## config.mk

```make
export PLATFORM = sky130hd
export DESIGN_NAME = instruction_fetch_unit
export DESIGN_NICKNAME = d
export VERILOG_FILES = /design/src/rtl/instruction_fetch_unit.sv
export SDC_FILE = /design/constraint.sdc
export NUM_CORES = 1
export LEC_CHECK = 0
export ABC_AREA = 0
export CAP_MARGIN = 0
export CORE_UTILIZATION = 40
export DETAILED_ROUTE_END_ITERATION = 10
export DONT_BUFFER_PORTS = 1
export SLEW_MARGIN = 20
export SYNTH_ARGS = -nofsm -noshare
export SYNTH_HDL_FRONTEND = slang
export SYNTH_SLANG_ARGS = --single-unit
```

## constraint.sdc

```tcl
create_clock -name clk -period 3.4 [get_ports clk]
set_clock_uncertainty 0.1 [all_clocks]
set_input_delay 0.68 -clock clk [delete_from_list [all_inputs] [get_ports clk]]
set_output_delay 0.68 -clock clk [all_outputs]
set_load 0.05 [all_outputs]
```

## src/rtl/instruction_fetch_unit.sv

```systemverilog
// -----------------------------------------------------------------------------
// instruction_fetch_unit
//
// Initiator side of the instruction-memory read interface. Owns the program
// counter, presents it as a word address to a combinational instruction
// memory, and buffers each fetched word together with its address in a small
// prefetch FIFO. Decode consumes the FIFO head over a valid/ready handshake.
// A branch redirect flushes the FIFO and reloads the PC.
//
// Ports
//   clk          rising-edge clock
//   rst_n        asynchronous active-low reset
//   enable       fetch permitted this cycle (0 stalls the PC, pops continue)
//   imem_addr    word address to instruction memory (the PC register)
//   imem_data    instruction word returned combinationally for imem_addr
//   redirect     one-cycle branch/jump request; wins over push and pop
//   redirect_pc  target word address, valid when redirect=1
//   inst_valid   FIFO head holds an instruction
//   inst_ready   decode accepts the head this cycle
//   inst_data    head instruction word
//   inst_pc      word address of the head instruction
//   fifo_count   FIFO occupancy (debug/perf)
// -----------------------------------------------------------------------------
module instruction_fetch_unit #(
  parameter int                ADDR_W   = 7,
  parameter int                DATA_W   = 32,
  parameter int                DEPTH    = 2,
  parameter logic [ADDR_W-1:0] RESET_PC = '0
) (
  input  logic                       clk,
  input  logic                       rst_n,
  input  logic                       enable,
  output logic [ADDR_W-1:0]          imem_addr,
  input  logic [DATA_W-1:0]          imem_data,
  input  logic                       redirect,
  input  logic [ADDR_W-1:0]          redirect_pc,
  output logic                       inst_valid,
  input  logic                       inst_ready,
  output logic [DATA_W-1:0]          inst_data,
  output logic [ADDR_W-1:0]          inst_pc,
  output logic [$clog2(DEPTH):0]     fifo_count
);

  localparam int                PTR_W    = $clog2(DEPTH);
  localparam int                CNT_W    = PTR_W + 1;
  localparam logic [CNT_W-1:0]  FULL_CNT = CNT_W'(DEPTH);

  logic [ADDR_W-1:0] pc;
  logic [PTR_W-1:0]  rd_ptr;
  logic [PTR_W-1:0]  wr_ptr;
  logic [CNT_W-1:0]  count;
  logic [DATA_W-1:0] data_q [DEPTH];
  logic [ADDR_W-1:0] pc_q   [DEPTH];

  logic push;
  logic pop;

  // A full FIFO may still accept a word when the head leaves in the same
  // cycle; this is what sustains one instruction per cycle at DEPTH entries.
  assign pop  = inst_valid & inst_ready;
  assign push = enable & ~redirect & ((count < FULL_CNT) | pop);

  // imem_addr comes straight from the PC flop, so neither inst_ready nor
  // redirect can reach the memory address combinationally.
  assign imem_addr  = pc;
  assign inst_valid = (count != '0);
  assign inst_data  = data_q[rd_ptr];
  assign inst_pc    = pc_q[rd_ptr];
  assign fifo_count = count;

  // Program counter: redirect loads the target, a push advances by one and
  // wraps silently at 2^ADDR_W.
  // NOTE: state is updated with non-blocking assignments so every flop samples
  // the pre-edge values regardless of block ordering.
  always_ff @(posedge clk or negedge rst_n) begin
    if (!rst_n) begin
      pc <= RESET_PC;
    end else if (redirect) begin
      pc <= redirect_pc;
    end else if (push) begin
      pc <= pc + ADDR_W'(1);
    end
  end

  // Pointers and occupancy. Redirect flushes everything, including a pop that
  // happens in the same cycle; decode discards on redirect as well.
  always_ff @(posedge clk or negedge rst_n) begin
    if (!rst_n) begin
      rd_ptr <= '0;
      wr_ptr <= '0;
      count  <= '0;
    end else if (redirect) begin
      rd_ptr <= '0;
      wr_ptr <= '0;
      count  <= '0;
    end else begin
      if (pop)  rd_ptr <= rd_ptr + PTR_W'(1);
      if (push) wr_ptr <= wr_ptr + PTR_W'(1);
      case ({push, pop})
        2'b10:   count <= count + CNT_W'(1);
        2'b01:   count <= count - CNT_W'(1);
        default: count <= count;
      endcase
    end
  end

  // Entry storage. The head is read combinationally, so a word written at an
  // edge is visible at the head right after that edge.
  // NOTE: the storage is reset because inst_data/inst_pc must read zero out of
  // reset; at DEPTH flops per field the reset costs nothing worth avoiding.
  always_ff @(posedge clk or negedge rst_n) begin
    if (!rst_n) begin
      for (int i = 0; i < DEPTH; i++) begin
        data_q[i] <= '0;
        pc_q[i]   <= '0;
      end
    end else if (push) begin
      data_q[wr_ptr] <= imem_data;
      pc_q[wr_ptr]   <= pc;
    end
  end

endmodule
```

==> summary.txt <==
result of the run = finished, final reports clean
clock root cell = clkbuf_8
combinational power share = 31.7%
via count of the first global-routing pass = 2230
Power Total = 3.25 mW
most common library cell in the layout ignoring fill and taps = mux2_2
net switching power = 1.26 mW
clock tree buffer depth = 2
synthesized area divided by synthesized cell count = 14.6 um2
DRC violation total after the first TritonRoute iteration = 41
CP Data Required Time = 2.62 ns
Syn Std Cell Area = 4000 um2
post-route antenna net violation count = 0
Remaining Overflow, GRT = 0
crit-path cells = mux2_2
maximum number of pins on one net before global-route repair = 90
clock latency at the later pin of the worst-skew pair = 0.35 ns
library cell contributing the largest single delay on the critical path = dfrtp_2
normalized max-slew margin = 34.8%
setup slack after placement = 1.04 ns
sinks on the clock net = 89
count of TritonRoute iterations in the first routing pass = 4
register area share after synthesis = 55.7%
fraction of power consumed by the clock network = 21.0%
overall global routing resource usage = 14.7%
count of cells resized by post-cts repair = 0
number of warnings issued by yosys = 0
vertical die dimension = 102 um
setup slack, reg-to-reg = 1.22 ns
max-slew violation count = 0
cells after synthesis = 274
Peak VDD IR = 0.252 mV
Worst Reg-to-Reg Cells = 4
highest-count cells in the layout ignoring fill and taps = mux2_2, dfrtp_1, mux2_1, clkbuf_8
initial antenna violation count = 0
upper clock frequency limit = 368 MHz
Internal Pwr Total = 2.00 mW
reg2reg start = fifo_count[1]
first-pass GRT wire length = 11.4 mm
worst reg2reg endpoint = data_q[13]
dominant delay contributor by cell family on the critical path = flip-flops
post-layout minimum cycle time = 2.72 ns
number of antenna cells inserted = 0
initial cell density of the core = 41.1%
# nets final = 320
postcts setup bufs = 0
clock input transition at the sequential cells of the worst setup and hold paths = 0.09 ns
Sequential Power Share = 47.3%
slew at the pin closest to its max-slew limit = 0.977 ns
number of unique standard cell types used by synthesis = 32
final hold viol count = 0
die footprint = 10400 um2
crit path kind = register to output port
HPWL after detailed placement = 4.50 mm
DR WL/cell = 17.5 um
Core Area = 9730 um2
setup repair after global routing missed its margin = no
share of cells above drive strength 1 = 47.5%
setup ws final = 0.680 ns
overall die width = 102 um
Synthesized Nets = 319
placement-stage cell area = 4090 um2
final std cell area, no fill = 4310 um2
Setup Total Neg Slack = 0 ns
leakage power figure = 1.81 nW
total power per unit cell area = 755 nW/um2
WL final = 7.22 mm
clock tree from TritonCTS = done
Max-cap violations = 0
crit-path max FO = 40
count of buffer and inverter cells on the critical path = 0
class of the worst hold path = input port to asynchronous set/reset pin
crit share post-route = 80.0%
post-DR vias/cell = 5.17
area added between synthesis and finish = 7.73%
overall via count from detail_route = 2136
data arrival time of the critical path = 1.94 ns
number of buffers created by CTS = 9
number of setup violations in the final report = 0
critical path's largest stage delay = 1.02 ns
number of inserted filler cells in the final layout = 911
final RePlAce weighted congestion = 0.709
WP depth = 1
sort of element at the start of the critical path = register
# H-tree levels = 3
flip-flop and latch count after synthesis = 89
IO Port Bufs = 0
post-detailed-route DRC marker count = 0
cell row count = 36
proportion of total power due to net switching = 38.6%
critical path endpoint category = output port
io pins = 93
repair_timing:
action | in CTS | in global routing
hold endpoints to repair | 89 | 0
hold buffers | 1 | 0
setup endpoints to repair | 0 | 0
Yosys cell counts:
cell / number / area (um2)
mux2_2: 106 / 1190
dfrtp_1: 89 / 2230
mux2_1: 11 / 124
nand2_1: 9 / 33.8
o21ai_0: 9 / 45.0
xor2_1: 7 / 61.3
nand3_1: 4 / 20.0
nor2_1: 4 / 15.0
buf_1: 3 / 11.3
buf_2: 3 / 15.0
buf_6: 3 / 33.8
clkbuf_1: 3 / 11.3
and3_1: 2 / 12.5
buf_4: 2 / 15.0
o21a_1: 2 / 15.0
a21oi_1: 1 / 5.00
and2_1: 1 / 6.26
and4_1: 1 / 8.76
buf_12: 1 / 20.0
ha_1: 1 / 12.5
mux2i_1: 1 / 10.0
nand2_4: 1 / 11.3
nand2b_1: 1 / 6.26
nand2b_4: 1 / 13.8
nand3b_1: 1 / 7.51
nand4_1: 1 / 6.26
nand4b_2: 1 / 15.0
nor2b_1: 1 / 6.26
nor3_4: 1 / 16.3
nor3b_1: 1 / 7.51
or2_2: 1 / 6.26
or4_1: 1 / 7.51
state kept, by name (all words and copies together), names as in the netlist:
register	flops
imem_addr	7
pc_q	14
data_q	64
fifo_count	2
rd_ptr	1
wr_ptr	1
through the flow:
step | hold slack [ns] | cells | utilization, %
finish | 0.129 | 413 | 44.3
global route | 0.146 | 413 | 44.3
CTS | 0.138 | 413 | 44.3
detailed placement | 0.287 | 396 | 42.1
global placement | 0.287 | 396 | 42.1
floorplan | 0.284 | 274 | -
layout make-up:
| class | count | area [um2] | area share (%) |
|---|---|---|---|
| sequential | 89 | 2230 | 51.7 |
| multi-input combinational | 170 | 1670 | 38.7 |
| tap | 133 | 166 | 3.86 |
| clock buffer | 11 | 151 | 3.51 |
| timing repair buffer | 5 | 57.6 | 1.34 |
| clock inverter | 5 | 38.8 | 0.900 |
how the worst max path moves through the flow:
stage	from	end	slack [ns]
finish	rd_ptr	inst_data[10]	0.68
global route	rd_ptr	inst_data[10]	0.59
detailed placement	rd_ptr	inst_data[17]	1.04
CTS	rd_ptr	inst_data[17]	0.64
floorplan	rd_ptr	inst_data[22]	1.42
global placement	rd_ptr	inst_data[17]	1.06
kinds of logic (layout without fill, tap and decap cells):
group / after synthesis / in the layout / share of synthesized area (%)
AO/OA/AOI/OAI: 12 / 12 / 1.63
XOR/XNOR: 7 / 7 / 1.53
adder cells (fa/ha/maj): 1 / 1 / 0.313
buffers and inverters: 15 / 21 / 2.66
flip-flops: 89 / 89 / 55.7
multiplexers: 118 / 118 / 33.2
AND/OR/NAND/NOR: 32 / 32 / 5.01
layer usage:
metal | vias up | wire [um] | global-route usage [%]
li1 | 980 | - | -
met1 | 1082 | 3090 | 17.8
met2 | 65 | 3510 | 23.8
met3 | 9 | 530 | 5.40
met4 | 0 | 88 | 5.60
met5 | - | 0 | 0
power by group through the flow:
stage	registers (mW)	logic [mW]	clock network, mW
floorplan	1.49	0.979	0
global placement	1.56	1.00	0
detailed placement	1.57	1.02	0
CTS	1.54	1.04	0.717
global route	1.58	1.09	0.766
finish	1.54	1.03	0.682
Power figures use the tool's default switching activity.
